===== config.mk =====
export PLATFORM = sky130hd
export DESIGN_NAME = branch_predictor
export DESIGN_NICKNAME = d
export VERILOG_FILES = /design/src/rtl/branch_predictor.sv
export SDC_FILE = /design/constraint.sdc
export NUM_CORES = 2
export LEC_CHECK = 0
export BUFFER_PORTS_ARGS = -buffer_cell sky130_fd_sc_hd__buf_2
export CAP_MARGIN = 30
export CELL_PAD_IN_SITES_DETAIL_PLACEMENT = 1
export CELL_PAD_IN_SITES_GLOBAL_PLACEMENT = 2
export CORE_UTILIZATION = 34
export DETAILED_ROUTE_END_ITERATION = 7
export PLACE_DENSITY = 0.69
export SYNTH_ARGS = -nofsm -noshare
export SYNTH_HDL_FRONTEND = slang
export SYNTH_SLANG_ARGS = --single-unit

===== constraint.sdc =====
create_clock -name CLK -period 4.45 [get_ports CLK]
set_clock_uncertainty 0.1 [all_clocks]
set_input_delay 0.6675 -clock CLK [delete_from_list [all_inputs] [get_ports CLK]]
set_output_delay 0.6675 -clock CLK [all_outputs]
set_load 0.01 [all_outputs]

===== src/rtl/branch_predictor.sv =====
// Direct-mapped BTB with 2-bit saturating direction counters.
// Combinational lookup feeds the PC register; the EX stage writes resolved branches back one cycle after resolution.
module branch_predictor #(
    parameter int IDX_BITS = 4
) (
    input  logic        CLK,
    input  logic        RST,
    input  logic [31:0] PC_IF,
    input  logic        UPD_EN,
    input  logic [31:0] UPD_PC,
    input  logic        UPD_TAKEN,
    input  logic [31:0] UPD_TARGET,
    output logic        PRED_TAKEN,
    output logic [31:0] PRED_TARGET,
    output logic [31:0] NEXT_PC,
    output logic [31:0] HIT_CNT,
    output logic [31:0] UPD_CNT
);
    localparam int ENTRIES = 1 << IDX_BITS;
    localparam int TAG_W   = 30 - IDX_BITS;

    logic [ENTRIES-1:0] valid;
    logic [TAG_W-1:0]   tags    [ENTRIES];
    logic [31:0]        targets [ENTRIES];
    logic [1:0]         ctrs    [ENTRIES];
    logic [31:0]        hit_cnt;
    logic [31:0]        upd_cnt;

    logic [IDX_BITS-1:0] look_idx;
    logic [TAG_W-1:0]    look_tag;
    logic                look_hit;
    logic [IDX_BITS-1:0] upd_idx;
    logic [TAG_W-1:0]    upd_tag;
    logic                upd_hit;

    // Byte offset bits never take part in indexing or tagging.
    logic unused_ok;
    assign unused_ok = &{1'b0, PC_IF[1:0], UPD_PC[1:0]};

    assign look_idx = PC_IF[IDX_BITS+1:2];
    assign look_tag = PC_IF[31:IDX_BITS+2];
    assign look_hit = valid[look_idx] && (tags[look_idx] == look_tag);

    assign upd_idx  = UPD_PC[IDX_BITS+1:2];
    assign upd_tag  = UPD_PC[31:IDX_BITS+2];
    assign upd_hit  = valid[upd_idx] && (tags[upd_idx] == upd_tag);

    // Read-before-write: the lookup sees table contents prior to this cycle's update.
    assign PRED_TAKEN  = look_hit && ctrs[look_idx][1];
    assign PRED_TARGET = look_hit ? targets[look_idx] : 32'd0;
    assign NEXT_PC     = PRED_TAKEN ? PRED_TARGET : PC_IF + 32'd4;
    assign HIT_CNT     = hit_cnt;
    assign UPD_CNT     = upd_cnt;

    always_ff @(posedge CLK) begin
        if (RST) begin
            for (int i = 0; i < ENTRIES; i++) begin
                valid[i]   <= 1'b0;
                tags[i]    <= '0;
                targets[i] <= '0;
                ctrs[i]    <= 2'b01;
            end
            hit_cnt <= '0;
            upd_cnt <= '0;
        end else if (UPD_EN) begin
            upd_cnt <= upd_cnt + 32'd1;
            if (upd_hit) begin
                hit_cnt <= hit_cnt + 32'd1;
                if (UPD_TAKEN) begin
                    if (ctrs[upd_idx] != 2'b11) ctrs[upd_idx] <= ctrs[upd_idx] + 2'b01;
                    targets[upd_idx] <= UPD_TARGET;
                end else if (ctrs[upd_idx] != 2'b00) begin
                    ctrs[upd_idx] <= ctrs[upd_idx] - 2'b01;
                end
            end else if (UPD_TAKEN) begin
                // Taken miss replaces whatever occupies the slot, starting weakly taken.
                valid[upd_idx]   <= 1'b1;
                tags[upd_idx]    <= upd_tag;
                targets[upd_idx] <= UPD_TARGET;
                ctrs[upd_idx]    <= 2'b10;
            end
        end
    end
endmodule

==> results.json <==
{
  "status": "complete, but fails checks",
  "violations": "setup timing",
  "synthArstFlopShare_pct": 0,
  "path_delay_family": "multiplexers",
  "fmax_mhz": 210,
  "ir_worst_vdd_mv": 0.306,
  "clockBufferDepth": 3,
  "worstPathArrival_ps": 3980,
  "syn_area_um2": 53500,
  "crit_path_cell_trace": "mux4_2 > mux4_2 > xnor2_1 > nand2_1 > nor4_2 > and3_4 > buf_12 > clkbuf_16 > mux2_2 > buf_6",
  "synth.most_common_cell": "edfxtp_1",
  "grt_usage_pct": 25.2,
  "worst_slack_ps": -301,
  "critPathCaptureType": "primary output",
  "setup.worst_path.start_class": "register",
  "die_w_um": 399,
  "rsz0062_at_grt": "yes",
  "drtPass1Iterations": 5,
  "cts_made_buffers": 115,
  "cts_tree": "built",
  "cts-root-buf": "clkbuf_16",
  "row_count": 145,
  "crit_type": "reg2out",
  "synthFlopType": "edfxtp_1",
  "layout_min_cycle_time_ps": 4750,
  "max-cap-violations": 0,
  "ys_seq_area_share_pct": 56.8,
  "antenna_found_initial": 25,
  "wirelength_mm": 203,
  "drv_slew": 0,
  "crit_slowest_cell": "mux4_2",
  "yosys.area.top_type": "edfxtp_1",
  "fin_nets": 4275,
  "ys_top_cells_by_area": "edfxtp_1, mux4_2, and2_1",
  "p_per_area_nw_per_um2": 366,
  "slew-limit-headroom_pct": 43.2,
  "postSynthCellCount": 3817,
  "wl_per_cell_um": 32.1,
  "io_pins": 229,
  "synth_top_area_share_pct": 53.8,
  "grt-ovfl-total": 0,
  "cpMostUsedCell": "mux4_2",
  "critical_path_buf_inv_count": 3,
  "path_max_fanout": 9,
  "clk_pin_slew_ps": 60,
  "viasPerCell": 5.83,
  "grt_first_pass_wirelength_mm": 286,
  "gp_congestion": 0.870,
  "setup-violations-final": 65,
  "clock_latency_ps": 770,
  "dp_hpwl_mm": 129,
  "grt_max_degree": 91,
  "area_delta_synth_final_pct": 20.2,
  "crit_required_ps": 3680,
  "start_util_pct": 34.3,
  "p_leak_nw": 24.7,
  "numPortBuffers": 226,
  "synth-edff-count": 960,
  "worstMarginPinSlew_ps": 846,
  "drive_gt1_share_pct": 30.5,
  "drtIter0Drc": 4141,
  "synth_area_per_cell_um2": 14.0,
  "synthTopCellsByCount": "edfxtp_1, and2_1, and3_1, mux4_2, clkbuf_1",
  "hold_class": "in2reg",
  "utilization_pct": 41.2,
  "ys_seq_elements": 1040,
  "finalHoldViolCount": 0,
  "postRouteAntennaNets": 0,
  "num_vias": 37000,
  "first_global_vias": 37900,
  "dieArea_um2": 159000,
  "fp.dieH_um": 399,
  "htreeDepth": 3,
  "synthDistinctLibCells": 76,
  "tns_ps": -12140,
  "post-route-period-util_pct": 107,
  "cts.sinks": 1040,
  "ctsHoldBuffers": 0,
  "cpPeakStageDelay_ps": 590,
  "yosys_warnings": 0,
  "drc": 0,
  "synth_nets": 3920,
  "core_area_um2": 156000
}
-- worst paths after layout --
| path | start | endpoint | slack (ps) | cells past startpoint |
|---|---|---|---|---|
| setup / recovery | tags[13][10] | NEXT_PC[8] | -300 | 10 |
| hold / removal | UPD_TARGET[25] | targets[1][25] | 260 | 2 |
| setup reg to reg | tags[5][21] | tags[10][1] | 270 | 11 |
| hold reg to reg | valid[12] | valid[12] | 380 | 1 |
-- power breakdown --
group | switching [W] | total, W | internal (W) | leakage, nW
Sequential | 0.000199 | 0.0113 | 0.0111 | 9.80
Combinational | 0.00165 | 0.00288 | 0.00123 | 13.1
Clock | 0.00423 | 0.00936 | 0.00513 | 1.76
Total | 0.00607 | 0.0236 | 0.0175 | 24.7
-- layout make-up --
cell class	instances	area, um2
diodes	10	25.0
repair buffers	637	5810
inverters	33	124
well taps	2058	2570
multi-input cells	2345	21800
fillers	15800	91900
flip-flops and latches	1040	30400
clock inverters	73	638
clock buffers	144	2990
-- per-stage QoR --
| stage | cell area (um2) | power [W] | cells | hold slack, ps | worst slack (ps) |
|---|---|---|---|---|---|
| after floorplan | 53600 | 0.0130 | 3817 | 338 | -350 |
| after global placement | 60000 | 0.0143 | 6098 | 355 | -960 |
| after detailed placement | 60000 | 0.0144 | 6098 | 365 | -944 |
| after CTS | 64000 | 0.0237 | 6324 | 224 | -338 |
| after global routing | 64300 | 0.0242 | 6332 | 279 | -412 |
| final | 64400 | 0.0236 | 6340 | 260 | -301 |
-- layout by cell type, fill, tap and decap left out, drive strengths merged, types with 7 or more instances in the layout --
cell,n
xnor2,55
xor2,47
nor3,50
and3,444
a21o,18
or2,31
dfxtp,80
and2,550
inv,37
nand2,98
nor2b,26
nand3,45
mux2i,146
mux4,356
o41ai,15
a31o,7
diode,10
a22oi,26
nand4,54
a21oi,27
and4,7
nor2,93
edfxtp,960
clkinv,60
clkbuf,148
o311ai,13
a22o,8
o21ai,46
nor4,19
a211oi,19
mux2,56
buf,633
-- flip-flops by register name, indices dropped and copies added (netlist names) --
name and flops:
targets 512, HIT_CNT 32, tags 416, ctrs 32, valid 16, UPD_CNT 32
-- kinds of logic after synthesis --
group | synth area share (%)
flip-flops | 56.8
multiplexers | 18.9
AND/OR/NAND/NOR | 15.8
buffers and inverters | 3.41
adder cells (fa/ha/maj) | 0.0701
AO/OA/AOI/OAI | 3.33
XOR/XNOR | 1.67
-- routing by layer --
layer  vias up  global-route usage (%)  share of wire [%]
met1     19800                    34.9                 42
met2      1583                    41.9                 49
met4        10                    5.88                1.9
met3       236                    3.33                7.5
met5         -                       0              0.028
li1      15400                       -                  -
-- what timing repair did --
item                       in CTS  in global routing
pin swaps                       2                  4
setup buffers                   8                  3
cloned                          1                  3
setup endpoints to repair      65                 65
resized for setup              47                 35
-- worst register-to-register path, stage by stage (launching register included) --
cell,delay [ps]
edfxtp_1,400
mux4_2,500
mux2i_1,340
o221ai_1,330
o41ai_2,320
buf_4,230
nand3_1,230
buf_4,230
or3_4,440
buf_4,220
buf_12,190
and3_1,360
Power figures use the tool's default switching activity.
